## config.mk

```make
export PLATFORM = sky130hd
export DESIGN_NAME = chunked_adder_flat
export DESIGN_NICKNAME = d
export VERILOG_FILES = /design/src/rtl/chunked_adder_pkg.sv /design/src/rtl/chunked_adder_if.sv /design/src/rtl/chunked_adder_slice.sv /design/src/rtl/chunked_adder.sv /design/src/flat_wrapper.sv
export SDC_FILE = /design/constraint.sdc
export NUM_CORES = 1
export LEC_CHECK = 0
export BUFFER_PORTS_ARGS = -buffer_cell sky130_fd_sc_hd__buf_2
export CELL_PAD_IN_SITES_DETAIL_PLACEMENT = 0
export CELL_PAD_IN_SITES_GLOBAL_PLACEMENT = 1
export CORE_MARGIN = 5
export CORE_UTILIZATION = 38
export CTS_BUF_LIST = sky130_fd_sc_hd__clkbuf_8
export DETAILED_ROUTE_END_ITERATION = 16
export GPL_ROUTABILITY_DRIVEN = 0
export PLACE_DENSITY = 0.79
export SYNTH_ARGS = -nofsm -noshare
export SYNTH_HDL_FRONTEND = slang
export SYNTH_SLANG_ARGS = --single-unit
```

## constraint.sdc

```tcl
create_clock -name clk -period 1.64 [get_ports clk]
set_input_delay 0.246 -clock clk [delete_from_list [all_inputs] [get_ports clk]]
set_output_delay 0.246 -clock clk [all_outputs]
set_load 0.1 [all_outputs]
```

## src/rtl/chunked_adder_pkg.sv

```systemverilog
// Shared types and constants for the chunked adder: FSM state encoding and
// add/subtract mode values.
package chunked_adder_pkg;

   typedef enum logic [1:0] {
      IDLE = 2'd0,
      RUN  = 2'd1,
      DONE = 2'd2
   } state_t;

   localparam logic MODE_ADD = 1'b0;
   localparam logic MODE_SUB = 1'b1;

endpackage

```

## src/rtl/chunked_adder_if.sv

```systemverilog
// Request/result bundle of the chunked adder. The master issues operations;
// the slave (the adder) returns the registered result and flags.
interface chunked_adder_if #(
   parameter int N = 8
);
   logic         start;
   logic         ready;
   logic [N-1:0] a;
   logic [N-1:0] b;
   logic         cin;
   logic         sub;
   logic [N-1:0] s;
   logic         cout;
   logic         ovf;
   logic         zero;
   logic         done;

   modport master (
      output start, a, b, cin, sub,
      input  ready, s, cout, ovf, zero, done
   );

   modport slave (
      input  start, a, b, cin, sub,
      output ready, s, cout, ovf, zero, done
   );
endinterface

```

## src/rtl/chunked_adder_slice.sv

```systemverilog
// W-bit combinational slice adder. Also reports the carry into its MSB so the
// caller can derive signed overflow on the final slice.
module slice_adder #(
   parameter int W = 4
) (
   input  logic [W-1:0] i_a,
   input  logic [W-1:0] i_b,
   input  logic         i_cin,
   output logic [W-1:0] o_sum,
   output logic         o_cout,
   output logic         o_cmsb
);
   logic [W:0] w_full;

   assign w_full = {1'b0, i_a} + {1'b0, i_b} + {{W{1'b0}}, i_cin};
   assign o_sum  = w_full[W-1:0];
   assign o_cout = w_full[W];
   // Sum bit = a ^ b ^ carry_in, so the carry into the MSB falls out by XOR.
   assign o_cmsb = w_full[W-1] ^ i_a[W-1] ^ i_b[W-1];

endmodule

```

## src/rtl/chunked_adder.sv

```systemverilog
// Multi-cycle N-bit adder/subtractor that processes one W-bit slice per cycle,
// LSB first, and publishes the result and flags together with a done pulse.
module chunked_adder
   import chunked_adder_pkg::*;
#(
   parameter int N = 8,
   parameter int W = 4
) (
   input  logic           clk,
   input  logic           rst,
   chunked_adder_if.slave bus
);
   localparam int C  = N / W;
   localparam int KW = (C > 1) ? $clog2(C) : 1;

   state_t          r_state;
   state_t          w_next;
   logic            w_ready;
   logic            w_last;
   logic [KW-1:0]   r_k;
   logic [N-1:0]    r_a;
   logic [N-1:0]    r_b;
   logic [N-1:0]    r_sum;
   logic            r_carry;
   logic            r_cmsb;
   logic [N-1:0]    r_s;
   logic            r_cout;
   logic            r_ovf;
   logic            r_zero;
   logic            r_done;
   logic [W-1:0]    w_sl_sum;
   logic            w_sl_cout;
   logic            w_sl_cmsb;
   logic [N-1:0]    w_a_shr;
   logic [N-1:0]    w_b_shr;
   logic [N-1:0]    w_sum_shin;

   slice_adder #(.W(W)) u_slice (
      .i_a    (r_a[W-1:0]),
      .i_b    (r_b[W-1:0]),
      .i_cin  (r_carry),
      .o_sum  (w_sl_sum),
      .o_cout (w_sl_cout),
      .o_cmsb (w_sl_cmsb)
   );

   // Operands drain from the bottom; slice sums enter from the top.
   generate
      if (C == 1) begin : g_single
         assign w_a_shr    = '0;
         assign w_b_shr    = '0;
         assign w_sum_shin = w_sl_sum;
      end else begin : g_multi
         assign w_a_shr    = {{W{1'b0}}, r_a[N-1:W]};
         assign w_b_shr    = {{W{1'b0}}, r_b[N-1:W]};
         assign w_sum_shin = {w_sl_sum, r_sum[N-1:W]};
      end
   endgenerate

   assign w_last = (r_k == KW'(C - 1));

   always_ff @(posedge clk) begin
      if (rst) r_state <= IDLE;
      else     r_state <= w_next;
   end

   always_comb begin
      w_next  = r_state;
      w_ready = 1'b0;
      case (r_state)
         IDLE: begin
            w_ready = 1'b1;
            if (bus.start) w_next = RUN;
         end
         RUN:     if (w_last) w_next = DONE;
         DONE:    w_next = IDLE;
         default: w_next = IDLE;
      endcase
   end

   always_ff @(posedge clk) begin
      if (rst) begin
         r_k     <= '0;
         r_a     <= '0;
         r_b     <= '0;
         r_sum   <= '0;
         r_carry <= 1'b0;
         r_cmsb  <= 1'b0;
         r_s     <= '0;
         r_cout  <= 1'b0;
         r_ovf   <= 1'b0;
         r_zero  <= 1'b0;
         r_done  <= 1'b0;
      end else begin
         r_done <= 1'b0;
         case (r_state)
            IDLE: if (bus.start) begin
               r_a     <= bus.a;
               r_b     <= (bus.sub == MODE_SUB) ? ~bus.b : bus.b;
               r_carry <= (bus.sub == MODE_SUB) ? 1'b1 : bus.cin;
               r_cmsb  <= 1'b0;
               r_k     <= '0;
            end
            RUN: begin
               r_a     <= w_a_shr;
               r_b     <= w_b_shr;
               r_sum   <= w_sum_shin;
               r_carry <= w_sl_cout;
               r_cmsb  <= w_sl_cmsb;
               r_k     <= w_last ? '0 : r_k + 1'b1;
            end
            DONE: begin
               // r_cmsb / r_carry hold the carries into and out of bit N-1.
               r_s    <= r_sum;
               r_cout <= r_carry;
               r_ovf  <= r_carry ^ r_cmsb;
               r_zero <= (r_sum == '0);
               r_done <= 1'b1;
            end
            default: ;
         endcase
      end
   end

   assign bus.ready = w_ready;
   assign bus.s     = r_s;
   assign bus.cout  = r_cout;
   assign bus.ovf   = r_ovf;
   assign bus.zero  = r_zero;
   assign bus.done  = r_done;

endmodule

```

## src/flat_wrapper.sv

```systemverilog
// flat-port wrapper written by rule: the top's interface ports become plain ports
module chunked_adder_flat import chunked_adder_pkg::*;
#(
   parameter int N = 8,
   parameter int W = 4
)
  (clk, rst, bus_start, bus_a, bus_b, bus_cin, bus_sub, bus_ready, bus_s, bus_cout, bus_ovf, bus_zero, bus_done);
  chunked_adder_if #(.N(N)) bus_i ();
  input  logic clk;
  input  logic rst;
  input wire logic [$bits(bus_i.start)-1:0] bus_start;
  input wire logic [$bits(bus_i.a)-1:0] bus_a;
  input wire logic [$bits(bus_i.b)-1:0] bus_b;
  input wire logic [$bits(bus_i.cin)-1:0] bus_cin;
  input wire logic [$bits(bus_i.sub)-1:0] bus_sub;
  output wire logic [$bits(bus_i.ready)-1:0] bus_ready;
  output wire logic [$bits(bus_i.s)-1:0] bus_s;
  output wire logic [$bits(bus_i.cout)-1:0] bus_cout;
  output wire logic [$bits(bus_i.ovf)-1:0] bus_ovf;
  output wire logic [$bits(bus_i.zero)-1:0] bus_zero;
  output wire logic [$bits(bus_i.done)-1:0] bus_done;
  assign bus_i.start = bus_start;
  assign bus_i.a = bus_a;
  assign bus_i.b = bus_b;
  assign bus_i.cin = bus_cin;
  assign bus_i.sub = bus_sub;
  assign bus_ready = bus_i.ready;
  assign bus_s = bus_i.s;
  assign bus_cout = bus_i.cout;
  assign bus_ovf = bus_i.ovf;
  assign bus_zero = bus_i.zero;
  assign bus_done = bus_i.done;
  chunked_adder #(.N(N), .W(W)) u_core (.clk(clk), .rst(rst), .bus(bus_i));
endmodule
```

**After elaboration in Yosys (flattened, before gate mapping)**

Index checks and enable logic that the tools add are counted.

- Add/sub/neg operators: 3
- Equality and inequality tests: 4
- Muxes and demuxes: 17
- Bitwise operators: 4
- Reductions and logical operators: 5

Operators by type and width:

| kind | count |
|---|---|
| 8-bit one-hot mux with 2 select lines | 2 |
| 8-bit two-way mux | 3 |
| 8-bit zero test | 1 |
| 8-bit NOT | 1 |
| 1-bit two-way mux | 6 |
| 1-bit one-hot mux with 2 select lines | 3 |
| 4-bit by 4-bit adder with 5-bit output | 1 |
| 5-bit by 1-bit adder with 5-bit output | 1 |
| 2-bit two-way mux | 2 |
| 2-bit one-hot mux with 2 select lines | 1 |
| 2-bit AND reduction | 2 |
| 1-bit XOR | 3 |
| 2-bit by 1-bit equality test with 1-bit output, second input constant | 1 |
| 2-bit equality test, second input constant | 1 |
| 2-bit zero test | 1 |
| 2-bit by 1-bit != test with 1-bit output, second input constant | 1 |
| 2-bit != test, second input constant | 1 |
| 2-bit nonzero test | 1 |
| 1-bit adder, second input constant | 1 |

- Register bits: 41
- Bits of input ports: 21
- Output and inout port bits: 13
- Logic and storage cells: 45

**Depth between registers and ports, before layout**

- Depth in word-level cells: 5
- Depth in mapped cells: 6
- Gate-level depth less buffers: 6

**By module**

A second synthesis with hierarchy kept.

- Cells, all modules: 209
- Area total of the unflattened synthesis: 1835.5 um2

Modules (own cells, without submodules):

| module | times used | cells each | area an instance (um2) | sequential area each (um2) |
|---|---|---|---|---|
| chunked_adder | 1 | 190 | 1657.8 | 820.8 |
| slice_adder | 1 | 19 | 177.7 | 0.0 |

**Least setup slack after synthesis**

Ideal clock, no wire load.

- Kind: register to register
- Start: register u_core.r_state[1]
- End: register u_core.r_a[4]
- Setup time: 0.065 ns
- Data arrival time: 2.277 ns
- Required time: 1.575 ns
- Slack: -0.702 ns
- Stages on the path, launching flop included: 7
- Path buffers: 2
- Period minus slack after synthesis: 2.342 ns
- Cell sequence: dfxtp_1 buf_4 nor2_1 and2_1 buf_2 a22oi_1 nor2_1

- Longest elaborated chain between the ends: 3
- Elaborated cells between the ends (all ways): 6
- Classes of those cells: eq/ne (2); mux (1); reduce/logical (3)

Ends and longest elaborated chain:

| item | line | source |
|---|---|---|
| from (decl) | chunked_adder.sv:16 | `state_t r_state;` |
| from (signal assigned) | chunked_adder.sv:64 | `else r_state <= w_next;` |
| 2-bit by 1-bit equality test with 1-bit output or 2-bit zero test (tied branches) | chunked_adder.sv:96 | `case (r_state)` |
| 2-bit nonzero test (no source line) or 2-bit != test (tied branches) | -- |  |
| 2-bit AND reduction (no source line) | -- |  |
| to (signal assigned) | chunked_adder.sv:98 | `r_a <= bus.a;` |
| to (signal assigned) | chunked_adder.sv:105 | `r_a <= w_a_shr;` |
| to (decl) | chunked_adder.sv:21 | `logic [N-1:0] r_a;` |

Parallel ways exist; a longest one is shown, timed or not.
A chain may end at the register's enable or synchronous reset.

**Worst setup path after layout**

- Start: register u_core.r_carry
- End: register u_core.r_sum[6]

- Longest elaborated chain between the ends: 1

Ends and longest elaborated chain:

| item | line | source |
|---|---|---|
| from (decl) | chunked_adder.sv:24 | `logic r_carry;` |
| from (signal assigned) | chunked_adder.sv:100 | `r_carry <= (bus.sub == MODE_SUB) ? 1'b1 : bus.cin;` |
| from (signal assigned) | chunked_adder.sv:108 | `r_carry <= w_sl_cout;` |
| 5-bit by 1-bit adder with 5-bit output | chunked_adder_slice.sv:15 | `assign w_full = {1'b0, i_a} + {1'b0, i_b} + {{W{1'b0}}, i_cin};` |
| to (signal assigned) | chunked_adder.sv:107 | `r_sum <= w_sum_shin;` |
| to (decl) | chunked_adder.sv:23 | `logic [N-1:0] r_sum;` |

Every way passes these cells.

==> results.sh <==
export IMPL_r2r_slack_ns=-0.11
export IMPL_slowest_stage="fa_2"
export IMPL_grt_overflow=0
export IMPL_ir_worst_vdd_mv=0.3627
export IMPL_synthTopCellsByArea="dfxtp_1 45%, nand2_1 7.8%, a21oi_1 7.6%"
export IMPL_port_buffers=33
export IMPL_setup_ws_ns=-0.1056
export IMPL_ctsHoldBuffers=0
export IMPL_netlist_instances=213
export IMPL_clock_skew_ns=0.005668
export IMPL_hpwl_um=2856
export IMPL_path_max_fanout=2
export IMPL_cts_htree_levels=2
export IMPL_slew_limit_headroom_pct=67.82
export IMPL_yosysSeqAreaShare_pct=44.75
export IMPL_stdcell_count=310
export IMPL_clk_pin_slew_worst_paths_ns=0.08
export IMPL_vias_per_cell=5.000
export IMPL_yosys_area_top_type="dfxtp_1"
export IMPL_crit_type="register to register"
export IMPL_syn_nets=239
export IMPL_cp_cell_sequence="fa_2, fa_2, buf_4, buf_6, xnor2_1, a211oi_2"
export IMPL_layout_common_cells="40 x dfxtp_1, 38 x nand2_1, 32 x buf_2, 27 x a21oi_1, 24 x nor2_1"
export IMPL_p_leak_nw=0.9688
export IMPL_clk_path_buf_depth=2
export IMPL_grt_pass1_vias=1456
export IMPL_fin_crit_ns=1.746
export IMPL_maxCapViolCount=0
export IMPL_start_util_pct=39.09
export IMPL_drt_iter0_drc=83
export IMPL_drc=0
export IMPL_wl_um=3890
export IMPL_path_buf_inv=2
export IMPL_cts_buffers=5
export IMPL_run_status="finished with violations"
export IMPL_critPathLaunchType="register"
export IMPL_clkLatencyLatePin_ns=0.30
export IMPL_netlist_area_leader_share_pct=44.75
export IMPL_hold_class="input pin to register"
export IMPL_cts_tree="done"
export IMPL_grt_antenna_before_repair=0
export IMPL_grt_max_degree=15
export IMPL_rsz0062_at_grt="true"
export IMPL_cts_root_buf="clkbuf_8"
export IMPL_vias=1550
export IMPL_nNetsFinal=281
export IMPL_critPathCaptureType="register"
export IMPL_fmax_mhz=572.9
export IMPL_violations="setup timing"
export IMPL_placed_cells=301
export IMPL_diodes=0
export IMPL_rows=25
export IMPL_ant_nets=0
export IMPL_syn_area_um2=1834
export IMPL_critical_path_top_delay_family="adder cells"
export IMPL_slew_violations=0
export IMPL_cp_arrival_ns=1.93
export IMPL_cts_num_sinks=41
export IMPL_cp_required_ns=1.82
export IMPL_slowest_delay_ns=0.40
export IMPL_dieHeight_um=79.48
export IMPL_setup_viol=2
export IMPL_fin_total_pwr_mw=2.346
export IMPL_yosys_register_bits=41
export IMPL_final_common_cell="dfxtp_1"
export IMPL_worstMarginPinSlew_ns=0.4861
export IMPL_drive_gt1_share_pct=27.34
export IMPL_die_area_um2=6316
export IMPL_synthDistinctLibCells=32
export IMPL_hold_viol_final=0
export IMPL_grt_usage_pct=13.10
export IMPL_syn_to_final_growth_pct=23.87
export IMPL_grt_pass1_wl_um=6561
export IMPL_period_share_pct=106.4
export IMPL_cpMostUsedCell="fa_2"
export IMPL_powerDensity_nw_per_um2=1033
export IMPL_avgSynthCellArea_um2=8.612
export IMPL_fp_dieW_um=79.48
export IMPL_fp_coreArea_um2=4692
export IMPL_synth_warnings=0
export IMPL_ios=34
export IMPL_first_pass_iters=4
export IMPL_wire_per_inst_um=12.55
-- worst paths after layout --
| kind | start | end | cells after the start |
|---|---|---|---|
| worst min-delay path | bus_a[6] | u_core.r_a[6]$_SDFFE_PP0P_ | 3 |
| worst min register to register | u_core.bus.s[0]$_SDFFE_PP0P_ | u_core.bus.s[0]$_SDFFE_PP0P_ | 2 |
| worst max-delay path | u_core.r_carry$_SDFFE_PP0P_ | u_core.r_sum[6]$_SDFFE_PP0P_ | 6 |
| worst max register to register | u_core.r_carry$_SDFFE_PP0P_ | u_core.r_sum[6]$_SDFFE_PP0P_ | 6 |
-- routing by layer --
metal	track usage, %	vias to the layer above	part of all wire, %
met3	3.950	6	5.4
met4	4.811	0	1.5
met2	21.95	33	47
li1	-	803	-
met1	15.72	708	47
met5	0	-	0
-- synthesized netlist by cell type --
master	n
xnor2_1	3
nor3b_1	1
nor4_1	2
o31ai_1	1
buf_2	6
a21oi_4	1
dfxtp_1	41
nand2_1	38
a21oi_1	28
ha_1	3
buf_4	5
buf_1	1
a211oi_2	1
o2bb2ai_1	1
clkbuf_1	2
xor2_1	9
a22oi_1	12
o221a_2	4
a211oi_1	1
o21ai_0	5
nand3_1	1
and2_1	2
fa_1	2
xnor3_1	1
o21bai_1	1
inv_2	1
nor2_4	1
nand2b_1	1
nor2_1	25
inv_1	4
a21o_1	2
nor2b_1	7
-- metrics by stage --
step | util (%) | cell area, µm² | hold slack (ns) | setup WS, ns | TNS, ns
after floorplan | - | 1847 | 0.3943 | 0.002924 | 0
after global placement | 45.63 | 2141 | 0.4405 | -0.02120 | -0.02120
after detailed placement | 45.63 | 2141 | 0.4460 | -0.05937 | -0.08123
after CTS | 48.19 | 2261 | 0.1765 | -0.05423 | -0.06413
after global routing | 48.43 | 2272 | 0.1939 | -0.1976 | -0.3685
final | 48.43 | 2272 | 0.1808 | -0.1056 | -0.1816
-- cell type report --
cell class	count	area [µm²]
multi-input cells	153	932.1
inverters	5	18.77
clock buffers	5	68.82
flip-flops and latches	41	822.0
well taps	54	67.56
clock inverters	3	46.29
repair buffers	49	316.6
fillers	478	2420
-- worst register-to-register path: stages (launching register included) --
cell      delay (ns)
dfxtp_2         0.34
fa_2            0.40
fa_2            0.37
buf_4           0.15
buf_6           0.10
xnor2_1         0.18
a211oi_2        0.09
-- state kept, by name (all words and copies together), names as in the netlist --
signal / count
u_core.bus.cout: 1
u_core.bus.done: 1
u_core.bus.ovf: 1
u_core.bus.s: 8
u_core.bus.zero: 1
u_core.r_a: 8
u_core.r_b: 8
u_core.r_carry: 1
u_core.r_cmsb: 1
u_core.r_k: 1
u_core.r_state: 2
u_core.r_sum: 8
-- cells by family after synthesis --
family | after synthesis | share of synthesized area, %
buffers and inverters | 19 | 5.320
xor gates and xnor gates | 13 | 6.958
and+or+nand+nor | 78 | 18.28
DFF | 41 | 44.75
adders and majority gates | 5 | 4.230
AOI/OAI and AO/OA | 57 | 20.46
-- power by group --
group,leakage [nW],internal (mW),switching [mW]
clock network,0.0543,0.456,0.379
registers,0.335,1.05,0.0451
logic,0.580,0.201,0.216
total,0.969,1.71,0.640
-- what timing repair did --
action	CTS	global route
setup buffers	0	1
setup endpoints to repair	3	3
pin swaps	3	4
gates resized for setup	2	1
Note: power is estimated with default switching activity, not from simulation.
